<file path="config.mk">
export PLATFORM = sky130hd
export DESIGN_NAME = store_narrow_unit
export DESIGN_NICKNAME = d
export VERILOG_FILES = /design/src/rtl/store_narrow_unit.sv
export SDC_FILE = /design/constraint.sdc
export NUM_CORES = 1
export LEC_CHECK = 0
export ABC_CLOCK_PERIOD_IN_PS = 2400
export CORE_AREA = 8 8 76 144
export DETAILED_ROUTE_END_ITERATION = 12
export DIE_AREA = 0 0 84 152
export GPL_ROUTABILITY_DRIVEN = 0
export PLACE_DENSITY = 0.91
export SYNTH_ARGS = -nofsm -noshare
export SYNTH_HDL_FRONTEND = slang
export SYNTH_SLANG_ARGS = --single-unit
</file>
<file path="constraint.sdc">
create_clock -name clk_i -period 2.4 [get_ports clk_i]
set_clock_uncertainty 0.1 [all_clocks]
set_input_delay 0.48 -clock clk_i [delete_from_list [all_inputs] [get_ports clk_i]]
set_output_delay 0.48 -clock clk_i [all_outputs]
set_load 0.005 [all_outputs]
</file>
<file path="src/rtl/store_narrow_unit.sv">
// Narrows a 32-bit store into one (sb/sh) or two (sw, little-endian) lane-masked 16-bit write beats.
// First beat one cycle after acceptance; beats hold stable while mem_ready_i is low, and requests wait (req_ready_o low) until the store drains.
module store_narrow_unit #(
    parameter int CNT_W = 16
) (
    input  logic             clk_i,
    input  logic             rst_i,
    input  logic             req_valid_i,
    output logic             req_ready_o,
    input  logic [31:0]      addr_i,
    input  logic [31:0]      data_i,
    input  logic [1:0]       size_i,
    output logic             mem_valid_o,
    input  logic             mem_ready_i,
    output logic [31:0]      mem_addr_o,
    output logic [15:0]      mem_data_o,
    output logic [1:0]       mem_be_o,
    output logic             done_o,
    output logic             err_o,
    output logic [CNT_W-1:0] store_cnt_o
);

    typedef enum logic [1:0] {IDLE, BEAT_LO, BEAT_HI} state_t;

    state_t            r_state;
    state_t            w_next;
    logic              r_is_word;
    logic [15:0]       r_hi_data;
    logic [31:0]       r_addr;
    logic [15:0]       r_data;
    logic [1:0]        r_be;
    logic              r_done;
    logic              r_err;
    logic [CNT_W-1:0]  r_cnt;

    logic              w_req_acc;
    logic              w_beat_acc;
    logic              w_legal;
    logic              w_last;

    assign req_ready_o = (r_state == IDLE);
    assign mem_valid_o = (r_state != IDLE);
    assign w_req_acc   = req_valid_i & req_ready_o;
    assign w_beat_acc  = mem_valid_o & mem_ready_i;
    assign w_last      = w_beat_acc & ((r_state == BEAT_HI) | ~r_is_word);

    assign mem_addr_o  = r_addr;
    assign mem_data_o  = r_data;
    assign mem_be_o    = r_be;
    assign done_o      = r_done;
    assign err_o       = r_err;
    assign store_cnt_o = r_cnt;

    always_comb begin
        w_legal = 1'b0;
        unique case (size_i)
            2'b00:   w_legal = 1'b1;
            2'b01:   w_legal = ~addr_i[0];
            2'b10:   w_legal = (addr_i[1:0] == 2'b00);
            default: w_legal = 1'b0;
        endcase
    end

    always_ff @(posedge clk_i) begin
        if (rst_i) begin
            r_state <= IDLE;
        end else begin
            r_state <= w_next;
        end
    end

    always_comb begin
        w_next = r_state;
        unique case (r_state)
            IDLE:    if (w_req_acc && w_legal) w_next = BEAT_LO;
            BEAT_LO: if (mem_ready_i) w_next = r_is_word ? BEAT_HI : IDLE;
            BEAT_HI: if (mem_ready_i) w_next = IDLE;
            default: w_next = IDLE;
        endcase
    end

    always_ff @(posedge clk_i) begin
        if (rst_i) begin
            r_is_word <= 1'b0;
            r_hi_data <= '0;
            r_addr    <= '0;
            r_data    <= '0;
            r_be      <= '0;
            r_done    <= 1'b0;
            r_err     <= 1'b0;
            r_cnt     <= '0;
        end else begin
            r_done <= w_last;
            r_err  <= w_req_acc & ~w_legal;
            if (w_last) begin
                r_cnt <= r_cnt + {{(CNT_W-1){1'b0}}, 1'b1};
                r_be  <= 2'b00;
            end
            if (w_req_acc && w_legal) begin
                r_is_word <= (size_i == 2'b10);
                r_hi_data <= data_i[31:16];
                if (size_i == 2'b00) begin
                    // Byte is replicated on both lanes; the enable picks the live one.
                    r_addr <= {addr_i[31:1], 1'b0};
                    r_data <= {data_i[7:0], data_i[7:0]};
                    r_be   <= addr_i[0] ? 2'b10 : 2'b01;
                end else begin
                    r_addr <= addr_i;
                    r_data <= data_i[15:0];
                    r_be   <= 2'b11;
                end
            end else if (w_beat_acc && (r_state == BEAT_LO) && r_is_word) begin
                r_addr <= r_addr + 32'd2;
                r_data <= r_hi_data;
            end
        end
    end

endmodule

</file>
==> impl_results.md <==
- Status: finished, final reports clean
- Crit path max fanout: 5
- Io pins: 140
- # H-tree levels: 3
- Final hold violation count: 0
- Die Span X: 84 um
- Leading cell type in the layout, fill and taps excluded: clkdlybuf4s50_1
- CP Cell Sequence: clkdlybuf4s50_1 -> nand4b_1 -> or3_1 -> nor3_1 -> xnor2_1 -> a211oi_1
- CP delay by family, top: simple AND/OR/NAND/NOR gates
- Worst path slowest cell: or3_1
- Part of the Yosys area used for sequential elements: 0.428
- Antenna Violating Nets Remaining: 0
- Max Cap Violations: 0
- Nets: 706
- Share of cells above drive strength 1: 0.0970
- Starting Density: 0.451
- Global routing's busiest layer: met2
- Final WL: 13,500 um
- Synth unique cells: 53
- Critical path class: in -> reg
- Antenna violations before repair: 1
- Synthesized cell area: 0.00407 mm^2
- TritonCTS clock tree: done
- Residual DRC: 0
- Period utilisation layout: 0.947
- Worst rel slew slack: 0.601
- P_leak: 2.17 nW
- Final setup fails: 0
- Vias per inst: 5.70
- Syn Nets: 559
- Required @ worst endpoint: 2.56 ns
- WL per Instance: 18.2 um
- Remaining global-route overflow: 0
- Vias in the first global route: 4,439
- Crit path buffers/inverters: 1
- Die footprint: 0.0128 mm^2
- DP HPWL: 10,100 um
- Endpoint type of the worst setup path: flop
- Async S/R FF share, synth: 0
- Hold WS: 0.337 ns
- Multi-input gate area: 0.00218 mm^2
- Fill count: 716
- Root Buffer Master: clkbuf_16
- Syn Inst Count: 487
- Clock latency on the worst-skew pair: 0.34 ns
- Synthesized flop and latch total: 87
- Port buffer count: 139
- PwrDens: 616 mW/mm^2
- Clock slew at reported path FFs: 0.06 ns
- Commonest cells after routing, fill and taps aside: clkdlybuf4s50_1 (138), dfxtp_1 (87), nand2_1 (74), nor2_1 (54), a21oi_1 (44)
- GR Layer Usage met1: 0.194
- Worst vdd ir: 0.479 mV
- Final Core Density: 0.669
- DR iter-0 viols: 228
- Area Overhead vs Synth: 48.2%
- Core ar.: 0.00901 mm^2
- Worst Max-Slew Pin Slew: 0.597 ns
- Syn_area_per_cell: 8.35 um^2
- DRT Pass-1 Iters: 5
- Crit path DAT: 2.43 ns
- Fin. max-slew vios: 0
- Largest net degree at the start of global routing: 36
- EDFF count, synth: 0
- Row count: 49
- Met2 Use GR: 0.379
- Met3 Use GR: 0.0573
- Fmax: 440 MHz
- Via count: 4,228
- Clock sinks: 87
- Hold Path Class: reg -> reg
- Critical path's largest stage delay: 0.56 ns
- Main flop type after synthesis: dfxtp_1
- Maximum clock path buffer count: 2
- Crit path launch type: input pin
- First-pass GRT wire length: 21,800 um
- Die H: 152 um
- Period minus WS final: 2.27 ns
- Synthesis Warnings: 0
- Reg area: 0.00174 mm^2
- Num CTS Buffers: 9
- Total Routing Usage GR: 0.209
-- worst reg2reg max path, delay by kind of cell (launching register included) --
family,cells,cell delay (ns)
AO/OA/AOI/OAI,1,0.21
XOR/XNOR,1,0.11
buffers and inverters,1,0.21
flip-flops,1,0.46
AND/OR/NAND/NOR,3,1.01
-- layout make-up --
type	instances	share of cell area
timing repair buffer	165	0.267
inverter	10	0.00623
clock inverter	6	0.0154
multi-input combinational	361	0.362
sequential	87	0.289
clock buffer	10	0.0397
tap	102	0.0212
antenna	1	0.000415
-- cells in the mapped netlist (all sizes together) (7+ instances only) --
cell    count  area [um^2]
mux2i       7         70.1
clkbuf     24         90.1
nor3       22          126
nand2      75          282
a21oi      44          220
a22oi      12         90.1
nand3      11         55.1
xor2       11         96.3
inv        10         37.5
a211oi     22          170
nor2       54          203
dfxtp      87         1740
mux2        8         90.1
nand4       7         50.1
xnor2      22          193
-- per-stage QoR --
stage | power (mW) | TNS [ns] | setup WS [ns] | cell area, um^2 | std cells
2_1_floorplan | 1.84 | 0 | 0.209 | 4070 | 487
3_3_place_gp | 2.17 | -2.20 | -0.269 | 5680 | 724
3_5_place_dp | 2.19 | -3.08 | -0.340 | 5680 | 724
4_1_cts | 3.72 | 0 | 0.0203 | 6010 | 740
5_1_grt | 3.84 | -0.000222 | -0.000222 | 6030 | 742
6_report | 3.71 | 0 | 0.126 | 6030 | 742
-- power by group --
group | switching [mW] | internal, mW | total [mW]
clock network | 0.609 | 0.946 | 1.55
logic | 0.228 | 0.326 | 0.554
registers | 0.0812 | 1.52 | 1.60
-- cell families after synthesis --
logic type,after synthesis,synth area share
simple gates,205,0.248
compound gates,106,0.168
flops,87,0.428
buf+inv,39,0.0391
xor+xnor,33,0.0711
mux,15,0.0394
fa+ha+maj,2,0.00615
-- worst paths after layout --
| check | cells past startpoint | startpoint | slack (ns) | end |
|---|---|---|---|---|
| setup / recovery | 6 | mem_ready_i | 0.13 | mem_addr_o[18] |
| hold / removal | 2 | mem_addr_o[0] | 0.34 | mem_addr_o[0] |
| setup reg to reg | 6 | mem_addr_o[10] | 0.23 | mem_addr_o[27] |
| hold reg to reg | 2 | mem_addr_o[0] | 0.34 | mem_addr_o[0] |
-- registers in the layout, summed over array words and instances, names as in the netlist --
signal / count
done_o: 1
err_o: 1
mem_addr_o: 32
mem_be_o: 2
mem_data_o: 16
r_hi_data: 16
r_is_word: 1
r_state: 2
store_cnt_o: 16
-- layer usage --
metal  vias to the layer above  part of all wire
met5                         -                 0
met4                         0             0.052
met3                        48             0.055
met2                       170              0.55
met1                      1994              0.34
li1                       2016                 -
-- what timing repair did --
action	CTS	global route
buffers inserted	0	1
setup endpoints to repair	0	9
hold buffers	0	0
gates resized for setup	0	2
Note: power is estimated with default switching activity, not from simulation.
